--- config.mk ---
export PLATFORM = sky130hd
export DESIGN_NAME = cfg_regbank_sync_flat
export DESIGN_NICKNAME = d
export VERILOG_FILES = /design/src/rtl/cfg_regbank_pkg.sv /design/src/rtl/cfg_regbank_if.sv /design/src/rtl/cfg_regbank_sync_commit_fsm.sv /design/src/rtl/cfg_regbank_sync.sv /design/src/flat_wrapper.sv
export SDC_FILE = /design/constraint.sdc
export NUM_CORES = 1
export LEC_CHECK = 0
export ABC_AREA = 1
export CORE_MARGIN = 3
export CORE_UTILIZATION = 40
export CTS_BUF_LIST = sky130_fd_sc_hd__clkbuf_4 sky130_fd_sc_hd__clkbuf_8
export CTS_CLUSTER_SIZE = 8
export DETAILED_ROUTE_END_ITERATION = 8
export REMOVE_ABC_BUFFERS = 1
export SKIP_CTS_REPAIR_TIMING = 1
export SLEW_MARGIN = 25
export SYNTH_ARGS = -nofsm -noshare
export SYNTH_HDL_FRONTEND = slang
export SYNTH_SLANG_ARGS = --single-unit
export TNS_END_PERCENT = 100
--- constraint.sdc ---
create_clock -name CLOCK -period 2.28 [get_ports CLOCK]
set_clock_uncertainty 0.05 [all_clocks]
set_input_delay 0.228 -clock CLOCK [delete_from_list [all_inputs] [get_ports CLOCK]]
set_output_delay 0.228 -clock CLOCK [all_outputs]
set_load 0.02 [all_outputs]
--- src/rtl/cfg_regbank_pkg.sv ---
// Shared definitions for the double-buffered sensor configuration register bank.
package cfg_regbank_pkg;

  // Commit controller states. ST_XFER is folded into the FRAME_SYNC edge, so
  // the controller only passes through it while recovering from a bad state.
  typedef enum logic [1:0] {
    ST_IDLE  = 2'd0,
    ST_ARMED = 2'd1,
    ST_XFER  = 2'd2
  } fsm_state_e;

  // Update policies.
  localparam int SYNC_IMMEDIATE = 0;
  localparam int SYNC_FRAME     = 1;

  // Field positions inside a sensor config word. Consumers slice ACTIVE with these.
  localparam int MCLK_SPEED_BIT = 0;
  localparam int IDLE_MODE_BIT  = 1;
  localparam int MCLK_MODE_LSB  = 6;
  localparam int MCLK_MODE_W    = 2;
  localparam int ROWS_DELAY_LSB = 11;
  localparam int ROWS_DELAY_W   = 5;

endpackage

--- src/rtl/cfg_regbank_if.sv ---
// Host byte-write / word-read bus plus commit control and active-bank export.
interface cfg_regbank_if #(
  parameter int NUM_REGS = 4,
  parameter int REG_W    = 16,
  parameter int ADDR_A_W = 3,
  parameter int ADDR_B_W = 2
);
  logic                      WE_A;
  logic [ADDR_A_W-1:0]       ADD_A;
  logic [7:0]                DAT_A;
  logic                      RE_B;
  logic                      SEL_B;
  logic [ADDR_B_W-1:0]       ADD_B;
  logic [REG_W-1:0]          DAT_B;
  logic                      VALID_B;
  logic                      COMMIT;
  logic                      FRAME_SYNC;
  logic                      ARMED;
  logic                      UPDATED;
  logic [NUM_REGS-1:0]       DIRTY;
  logic [NUM_REGS*REG_W-1:0] ACTIVE;

  modport master (
    output WE_A, ADD_A, DAT_A, RE_B, SEL_B, ADD_B, COMMIT, FRAME_SYNC,
    input  DAT_B, VALID_B, ARMED, UPDATED, DIRTY, ACTIVE
  );

  modport slave (
    input  WE_A, ADD_A, DAT_A, RE_B, SEL_B, ADD_B, COMMIT, FRAME_SYNC,
    output DAT_B, VALID_B, ARMED, UPDATED, DIRTY, ACTIVE
  );
endinterface

--- src/rtl/cfg_regbank_sync_commit_fsm.sv ---
// Commit controller: decides when staged words move to the active bank.
module cfg_commit_fsm
  import cfg_regbank_pkg::*;
#(
  parameter int SYNC_MODE = SYNC_FRAME
) (
  input  logic clk_i,
  input  logic rst_n_i,
  input  logic commit_i,
  input  logic frame_sync_i,
  input  logic dirty_any_i,
  output logic xfer_en_o,
  output logic updated_o,
  output logic armed_o
);
  fsm_state_e state_q;
  logic       updated_q;

  // Transfer happens on the edge that samples FRAME_SYNC (armed, or commit+sync together);
  // in immediate mode any dirty word transfers on the next edge.
  always_comb begin
    xfer_en_o = 1'b0;
    if (SYNC_MODE == SYNC_IMMEDIATE)
      xfer_en_o = dirty_any_i;
    else
      xfer_en_o = frame_sync_i &&
                  ((state_q == ST_ARMED) || ((state_q == ST_IDLE) && commit_i));
  end

  // State register plus registered UPDATED pulse, one cycle after the transfer edge.
  always_ff @(posedge clk_i or negedge rst_n_i) begin
    if (!rst_n_i) begin
      state_q   <= ST_IDLE;
      updated_q <= 1'b0;
    end else begin
      updated_q <= xfer_en_o;
      case (state_q)
        ST_IDLE:  if ((SYNC_MODE == SYNC_FRAME) && commit_i && !frame_sync_i)
                    state_q <= ST_ARMED;
        ST_ARMED: if (frame_sync_i)
                    state_q <= ST_IDLE;
        default:  state_q <= ST_IDLE;
      endcase
    end
  end

  assign updated_o = updated_q;
  assign armed_o   = (state_q == ST_ARMED);
endmodule

--- src/rtl/cfg_regbank_sync.sv ---
// Double-buffered config register bank: host writes bytes into staging, words
// move to the active bank immediately or on a frame-synchronous commit.
module cfg_regbank_sync
  import cfg_regbank_pkg::*;
#(
  parameter int NUM_REGS  = 4,
  parameter int REG_W     = 16,
  parameter int ADDR_A_W  = 3,
  parameter int ADDR_B_W  = 2,
  parameter int SYNC_MODE = SYNC_FRAME,
  parameter logic [NUM_REGS*REG_W-1:0] RESET_VAL = '0
) (
  input logic          CLOCK,
  input logic          RESET_N,
  cfg_regbank_if.slave bus
);
  localparam int BYTES = REG_W / 8;

  logic [NUM_REGS-1:0][REG_W-1:0] stage_q, stage_d;
  logic [NUM_REGS-1:0][REG_W-1:0] act_q, act_d;
  logic [NUM_REGS-1:0]            dirty_q, dirty_d, wr_hit;
  logic [REG_W-1:0]               dat_b_q, dat_b_d;
  logic                           valid_b_q;
  logic [ADDR_A_W-1:0]            add_a;
  logic [ADDR_B_W-1:0]            add_b;
  logic                           xfer_en;
  logic                           updated;
  logic                           armed;

  assign add_a = bus.ADD_A;
  assign add_b = bus.ADD_B;

  // Byte write into staging; lane 0 is the most significant byte, out-of-range words drop.
  always_comb begin
    int w_idx;
    int l_idx;
    stage_d = stage_q;
    wr_hit  = '0;
    w_idx   = int'(add_a) / BYTES;
    l_idx   = int'(add_a) % BYTES;
    for (int w = 0; w < NUM_REGS; w++) begin
      if (bus.WE_A && (w_idx == w)) begin
        wr_hit[w] = 1'b1;
        for (int l = 0; l < BYTES; l++)
          if (l_idx == l) stage_d[w][(BYTES-1-l)*8 +: 8] = bus.DAT_A;
      end
    end
  end

  // Transfer copies pre-edge staging of dirty words; a same-cycle write re-dirties its word.
  always_comb begin
    act_d   = act_q;
    dirty_d = dirty_q;
    for (int w = 0; w < NUM_REGS; w++) begin
      if (xfer_en && dirty_q[w]) begin
        act_d[w]   = stage_q[w];
        dirty_d[w] = 1'b0;
      end
    end
    dirty_d = dirty_d | wr_hit;
  end

  // Word read from either bank using pre-edge contents; out-of-range reads return zero.
  always_comb begin
    int b_idx;
    b_idx   = int'(add_b);
    dat_b_d = dat_b_q;
    if (bus.RE_B) begin
      dat_b_d = '0;
      for (int w = 0; w < NUM_REGS; w++)
        if (b_idx == w) dat_b_d = bus.SEL_B ? stage_q[w] : act_q[w];
    end
  end

  // Bank, dirty and read-port registers.
  always_ff @(posedge CLOCK or negedge RESET_N) begin
    if (!RESET_N) begin
      stage_q   <= RESET_VAL;
      act_q     <= RESET_VAL;
      dirty_q   <= '0;
      dat_b_q   <= '0;
      valid_b_q <= 1'b0;
    end else begin
      stage_q   <= stage_d;
      act_q     <= act_d;
      dirty_q   <= dirty_d;
      dat_b_q   <= dat_b_d;
      valid_b_q <= bus.RE_B;
    end
  end

  cfg_commit_fsm #(
    .SYNC_MODE (SYNC_MODE)
  ) u_commit (
    .clk_i        (CLOCK),
    .rst_n_i      (RESET_N),
    .commit_i     (bus.COMMIT),
    .frame_sync_i (bus.FRAME_SYNC),
    .dirty_any_i  (|dirty_q),
    .xfer_en_o    (xfer_en),
    .updated_o    (updated),
    .armed_o      (armed)
  );

  assign bus.DAT_B   = dat_b_q;
  assign bus.VALID_B = valid_b_q;
  assign bus.ARMED   = armed;
  assign bus.UPDATED = updated;
  assign bus.DIRTY   = dirty_q;
  assign bus.ACTIVE  = act_q;
endmodule

--- src/flat_wrapper.sv ---
// flat-port wrapper written by rule: the top's interface ports become plain ports
module cfg_regbank_sync_flat import cfg_regbank_pkg::*;
#(
  parameter int NUM_REGS  = 4,
  parameter int REG_W     = 16,
  parameter int ADDR_A_W  = 3,
  parameter int ADDR_B_W  = 2,
  parameter int SYNC_MODE = SYNC_FRAME,
  parameter logic [NUM_REGS*REG_W-1:0] RESET_VAL = '0
)
  (CLOCK, RESET_N, bus_WE_A, bus_ADD_A, bus_DAT_A, bus_RE_B, bus_SEL_B, bus_ADD_B, bus_COMMIT, bus_FRAME_SYNC, bus_DAT_B, bus_VALID_B, bus_ARMED, bus_UPDATED, bus_DIRTY, bus_ACTIVE);
  cfg_regbank_if #(.NUM_REGS(NUM_REGS), .REG_W(REG_W), .ADDR_A_W(ADDR_A_W), .ADDR_B_W(ADDR_B_W)) bus_i ();
  input logic CLOCK;
  input logic RESET_N;
  input wire logic [$bits(bus_i.WE_A)-1:0] bus_WE_A;
  input wire logic [$bits(bus_i.ADD_A)-1:0] bus_ADD_A;
  input wire logic [$bits(bus_i.DAT_A)-1:0] bus_DAT_A;
  input wire logic [$bits(bus_i.RE_B)-1:0] bus_RE_B;
  input wire logic [$bits(bus_i.SEL_B)-1:0] bus_SEL_B;
  input wire logic [$bits(bus_i.ADD_B)-1:0] bus_ADD_B;
  input wire logic [$bits(bus_i.COMMIT)-1:0] bus_COMMIT;
  input wire logic [$bits(bus_i.FRAME_SYNC)-1:0] bus_FRAME_SYNC;
  output wire logic [$bits(bus_i.DAT_B)-1:0] bus_DAT_B;
  output wire logic [$bits(bus_i.VALID_B)-1:0] bus_VALID_B;
  output wire logic [$bits(bus_i.ARMED)-1:0] bus_ARMED;
  output wire logic [$bits(bus_i.UPDATED)-1:0] bus_UPDATED;
  output wire logic [$bits(bus_i.DIRTY)-1:0] bus_DIRTY;
  output wire logic [$bits(bus_i.ACTIVE)-1:0] bus_ACTIVE;
  assign bus_i.WE_A = bus_WE_A;
  assign bus_i.ADD_A = bus_ADD_A;
  assign bus_i.DAT_A = bus_DAT_A;
  assign bus_i.RE_B = bus_RE_B;
  assign bus_i.SEL_B = bus_SEL_B;
  assign bus_i.ADD_B = bus_ADD_B;
  assign bus_i.COMMIT = bus_COMMIT;
  assign bus_i.FRAME_SYNC = bus_FRAME_SYNC;
  assign bus_DAT_B = bus_i.DAT_B;
  assign bus_VALID_B = bus_i.VALID_B;
  assign bus_ARMED = bus_i.ARMED;
  assign bus_UPDATED = bus_i.UPDATED;
  assign bus_DIRTY = bus_i.DIRTY;
  assign bus_ACTIVE = bus_i.ACTIVE;
  cfg_regbank_sync #(.NUM_REGS(NUM_REGS), .REG_W(REG_W), .ADDR_A_W(ADDR_A_W), .ADDR_B_W(ADDR_B_W), .SYNC_MODE(SYNC_MODE), .RESET_VAL(RESET_VAL)) u_core (.CLOCK(CLOCK), .RESET_N(RESET_N), .bus(bus_i));
endmodule
==> results of run 1 <==
power groups by stage:
stage               Sequential (W)  Combinational, W  Clock, W
floorplan                  0.00425          0.000947         0
CTS                        0.00383           0.00275   0.00236
global route               0.00393           0.00299   0.00247
detailed placement         0.00388           0.00274         0
global placement           0.00388           0.00269         0
finish                     0.00384           0.00271   0.00231
flip-flops by register name, summed over array words and instances (netlist names):
signal                     count
u_core.bus.DAT_B              16
u_core.u_commit.state_q        1
u_core.bus.DIRTY               4
u_core.bus.ACTIVE             64
u_core.bus.VALID_B             1
u_core.stage_q                64
u_core.u_commit.updated_o      1
worst register-to-register path: stages, from the launching register on:
cell     delay (ps)
dfrtp_1         400
nor2_4           80
nor2_4          300
nand2_2         370
nand2_1         170
nand2_1          70
cell type report:
cell class | instances | area (sq um) | area share [%]
sequential | 151 | 3780 | 43.0
multi-input combinational | 615 | 2760 | 31.4
timing repair buffer | 124 | 1230 | 14.0
clock buffer | 23 | 304 | 3.46
inverter | 77 | 289 | 3.29
tap | 225 | 282 | 3.20
clock inverter | 9 | 145 | 1.65
worst max path at each step:
| stage | startpoint | end |
|---|---|---|
| after floorplan | u_core.u_commit.state_q[0]$_DFFE_PN0P_ | u_core.bus.ACTIVE[0]$_DFFE_PN0P_ |
| after global placement | bus_FRAME_SYNC | u_core.bus.ACTIVE[50]$_DFFE_PN0P_ |
| after detailed placement | bus_FRAME_SYNC | u_core.bus.ACTIVE[53]$_DFFE_PN0P_ |
| after CTS | u_core.bus.ACTIVE[46]$_DFFE_PN0P_ | bus_ACTIVE[46] |
| after global routing | u_core.bus.ACTIVE[38]$_DFFE_PN0P_ | bus_ACTIVE[38] |
| final | u_core.bus.ACTIVE[63]$_DFFE_PN0P_ | bus_ACTIVE[63] |
synthesized netlist by cell type, drive strengths merged:
master  number
nor2        65
o21ai      114
inv         77
nand3       77
dfrtp      151
clkbuf       6
or2          7
nand2      351
a21oi        1
buf         38
per-layer routing:
metal  GRT usage (%)  routed length, um  vias up
met3            3.99               1030       28
met1            29.5               9040     2851
met4            7.11                438        0
met2            32.1               9270      183
met5               0                  0        -
li1                -                  -     2974
stage by stage:
step	instances	util (%)	setup WS [ps]
3_5_place_dp	1191	48.0	373
4_1_cts	1223	50.6	463
6_report	1224	50.6	488
2_1_floorplan	843	-	436
3_3_place_gp	1191	48.0	439
5_1_grt	1224	50.6	424
cell families (layout without fill, tap and decap cells):
group,after synthesis,in the layout,synth area share [%]
flops,151,151,53.1
simple gates,500,500,29.3
compound gates,115,115,9.52
buf+inv,121,233,8.04
==> flow_summary.toml, run 1 <==
[global_routing]
first_global_vias = 5622
grt_pass1_wl_um = 31800
grt_util_all_layers_pct = 20.8
overflow = 0
grt_max_degree = 55
antenna_found_initial = 0

[logic_synthesis]
ys_warn_count = 0
ys_seq_elements = 151
syn_avg_cell_area_sq_um = 8.02
syn_inst = 887
synth_top_cell_by_area = "dfrtp_1"
syn_area_sq_um = 7110
synth_top_area_share_pct = 53.1
synthTopCellsByArea = "dfrtp_1 53%, nand2_1 18%, nand3_1 5.1%"
ys_seq_area_share_pct = 53.1
synth.distinct_cells = 20

[critical_path]
critPathMaxFanout = 3
worstSetupStartpointType = "flip-flop"
reg2reg_from = "u_core.u_commit.state_q[0]$_DFFE_PN0P_"
reg2regPathDepth = 5
worstPathCellList = "clkdlybuf4s50_1"
critPathSlowestCell = "clkdlybuf4s50_1"
cp_slowest_stage_delay_ps = 630
cp.depth = 1
arrival_ps = 1510
r2r-end = "u_core.bus.ACTIVE[53]$_DFFE_PN0P_"
r2r_setup_slack_ps = 740
cp_num_buf_inv = 1
crit_type = "flip-flop to output pin"
required_ps = 2000
critical_path.endpoint_type = "output pin"
cp_top_family = "buffers and inverters"

[routing]
wirelength_um = 19800
detail-route-antenna-nets = 0
drc_errors = 0
drt_iter0_markers = 440
post_drt_wl_per_cell_um = 16.2
drt-vias-per-instance = 4.93
firstDrtPassIters = 5
vias = 6036

[cts]
numClockSinks = 151
clock-root-buffer = "clkbuf_8"
numCtsBuffers = 17
h-tree-depth = 4
cts.path.max_buffers = 2
path_clk_slew_ps = 80
clock_latency_ps = 450
cts_tree = "done"

[place]
place_area_sq_um = 8330
hpwl_um = 13800
port_buffers = 106
finalWeightedCongestion = 0.808

[power_and_ir_drop]
p_int_w = 0.00583
total_power_w = 0.00885
combinationalPowerShare_pct = 30.6
cellPowerDensity_nw_per_um2 = 1010
irDropWorstVdd_mv = 0.464
pwr-share-clk_pct = 26.0
switching_share_pct = 34.2
p_sw_w = 0.00303
p_leak_nw = 4.33
p_seq_share_pct = 43.4

[run_status]
status = "finished clean"

[die]
die_h_um = 139
fp.coreArea_sq_um = 17400
rows = 48
start_util_pct = 41.0
dieArea_sq_um = 19400
die_x_um = 139
io_pins = 107

[timing]
fmax_mhz = 558
worst-slew-pin-transition_ps = 545
fin_hold_ws_ps = 266
tns_ps = 0
slew_viol_final = 0
setup-violations-final = 0
min_period_ps = 1790
hold_viol = 0
slew_headroom_pct = 63.7
rsz0062_at_grt = "false"
finalCritPeriodShare_pct = 78.6

[job]
maxCapViolCount = 0

[worst_hold_path]
hp-class = "input port to async pin"

[layout]
syn_to_final_growth_pct = 23.6
drive_above_1_share_pct = 10.9
layout_commonest_cell = "nand2_1"
fill_cells = 1685
n_antenna_cell = 0
fin_area_sq_um = 8790
layout_common_cells = "343 x nand2_1, 151 x dfrtp_1, 104 x clkdlybuf4s50_1"
nets = 1006
No activity file was read; power rests on OpenSTA's default activity.
==> run 2: changes to the inputs <==
- clock period: 2.28 -> 1.51 ns (I/O delays scaled with it)
==> run 2 against run 1 <==
Compared with the run above:
- sequential power increased by 50%
- first-iteration DRC count is 11% lower
- power is 47% higher
- via count is 2.9% higher
- wire length up 3.0%
- hold slack worse by 140 ps
- clock-buffer cell count rose by 2
- global-route usage rose by 0.90 points
- die area unchanged
- critical endpoint is now u_core.bus.ACTIVE[58]$_DFFE_PN0P_
- largest cell class unchanged
- highest routed layer unchanged
==> flow_summary.toml, run 2 (synthesis gave the netlist of run 1 again) <==
[run_status]
status = "finished clean"

[timing]
rsz0062_at_grt = "false"
min_period_ps = 1400
slew_viol_final = 0
slew_headroom_pct = 71.8
finalCritPeriodShare_pct = 92.6
setup-violations-final = 0
hold_viol = 0
worst-slew-pin-transition_ps = 421
fmax_mhz = 715

[place]
place_area_sq_um = 8820
port_buffers = 106
finalWeightedCongestion = 0.844
hpwl_um = 14400
place_inst = 1224

[routing]
vias = 6213
drt_iter0_markers = 393
post_drt_wl_per_cell_um = 16.2
wirelength_um = 20400
drt-vias-per-instance = 4.94
firstDrtPassIters = 5
drc_errors = 0
detail-route-antenna-nets = 0

[cts]
h-tree-depth = 4
path_clk_slew_ps = 80
numClockSinks = 151
clock_latency_ps = 450
cts_tree = "done"
cts.path.max_buffers = 2
clock-root-buffer = "clkbuf_8"
numCtsBuffers = 17

[global_routing]
grt_max_degree = 58
first_global_vias = 5902
grt_pass1_wl_um = 32800
overflow = 0
grt_util_all_layers_pct = 21.7
antenna_found_initial = 1

[layout]
n_antenna_cell = 0
fill_cells = 1614
fin_area_sq_um = 9450
syn_to_final_growth_pct = 32.9
utilization_pct = 54.4
instances_no_fill = 1257
layout_commonest_cell = "nand2_1"
nets = 1039
drive_above_1_share_pct = 13.8
seqCellArea_sq_um = 3780
multi_input_area_sq_um = 2760
layout_common_cells = "343 x nand2_1, 151 x dfrtp_1, 87 x dlymetal6s2s_1"

[die]
die_h_um = 139
start_util_pct = 41.0
die_x_um = 139
dieArea_sq_um = 19400
fp.coreArea_sq_um = 17400
io_pins = 107
rows = 48

[power_and_ir_drop]
p_sw_w = 0.00459
pwr-share-clk_pct = 24.0
combinationalPowerShare_pct = 31.6
p_int_w = 0.00840
p_seq_share_pct = 44.4
switching_share_pct = 35.3
p_leak_nw = 5.71
cellPowerDensity_nw_per_um2 = 1380
irDropWorstVdd_mv = 0.694

[critical_path]
crit_type = "flip-flop to flip-flop"
required_ps = 1800
worstSetupStartpointType = "flip-flop"
critical_path.endpoint_type = "flip-flop"
critPathMaxFanout = 22
critPathSlowestCell = "dfrtp_1"
cp_slowest_stage_delay_ps = 400
arrival_ps = 1690
worstPathCellList = "nor2_4, nor2_4, buf_4, nand2_2, buf_12, nand2_1, o21ai_1"
critPathMostFrequentCell = "nor2_4"

[job]
maxCapViolCount = 0

[worst_hold_path]
hp-class = "input port to async pin"
run 2: cell count changes in the layout (fill, tap and decap cells not counted):
| cell | delta |
|---|---|
| clkinvlp_4 | +2 |
| dlymetal6s2s_1 | +87 |
| o21ai_1 | +1 |
| buf_12 | +19 |
| clkinv_2 | -1 |
| clkbuf_8 | +3 |
| clkdlybuf4s50_1 | -87 |
| o21ai_0 | -1 |
| bufinv_16 | -3 |
| buf_4 | +14 |
| clkbuf_4 | -1 |
run 2: stage by stage:
step / TNS (ps) / total power (W) / hold WS (ps) / setup WS [ps]
final: 0 / 0.0130 / 123 / 111
after global routing: 0 / 0.0138 / 139 / 37.6
after CTS: -15460 / 0.0133 / -457 / -261
after detailed placement: -11120 / 0.0101 / 43.7 / -203
after global placement: -8860 / 0.0101 / 43.5 / -196
after floorplan: -13400 / 0.00784 / -195 / -334
run 2: metal layers:
| metal | part of all wire, % | vias up | GRT usage, % |
|---|---|---|---|
| li1 | - | 3034 | - |
| met5 | 0 | - | 0 |
| met1 | 46 | 2946 | 30.4 |
| met4 | 3.1 | 0 | 9.37 |
| met2 | 46 | 198 | 33.5 |
| met3 | 5.1 | 35 | 3.61 |
run 2: critical path, delay by kind of cell, from the launching register on:
kind / cells / cell delay, ps
buf+inv: 2 / 340
compound gates: 1 / 60
flops: 1 / 400
simple gates: 4 / 430
run 2: power groups by stage:
stage               logic, W  clock network (W)  registers (W)
floorplan            0.00143                  0        0.00641
global placement     0.00422                  0        0.00585
detailed placement   0.00427                  0        0.00585
CTS                  0.00429            0.00320        0.00579
global route         0.00457            0.00337        0.00590
finish               0.00411            0.00312        0.00576
run 2: final timing paths:
path	to	start	slack [ps]	cells after the start
min	u_core.stage_q[5]$_DFFE_PN0P_	RESET_N	120	2
min in group CLOCK	u_core.u_commit.state_q[0]$_DFFE_PN0P_	bus_FRAME_SYNC	210	2
min reg2reg	u_core.stage_q[5]$_DFFE_PN0P_	u_core.stage_q[5]$_DFFE_PN0P_	440	2
max in group asynchronous	u_core.bus.ACTIVE[54]$_DFFE_PN0P_	RESET_N	740	3
max	u_core.bus.ACTIVE[58]$_DFFE_PN0P_	u_core.u_commit.state_q[0]$_DFFE_PN0P_	110	7
max reg2reg	u_core.bus.ACTIVE[58]$_DFFE_PN0P_	u_core.u_commit.state_q[0]$_DFFE_PN0P_	110	7
run 2: layout make-up:
cell class / instances / share of cell area (%)
Clock buffer: 25 / 3.58
Tap cell: 225 / 2.98
Inverter: 77 / 3.06
Multi-Input combinational cell: 615 / 29.2
Sequential cell: 151 / 40.0
Timing Repair Buffer: 157 / 20.5
Clock inverter: 7 / 0.689
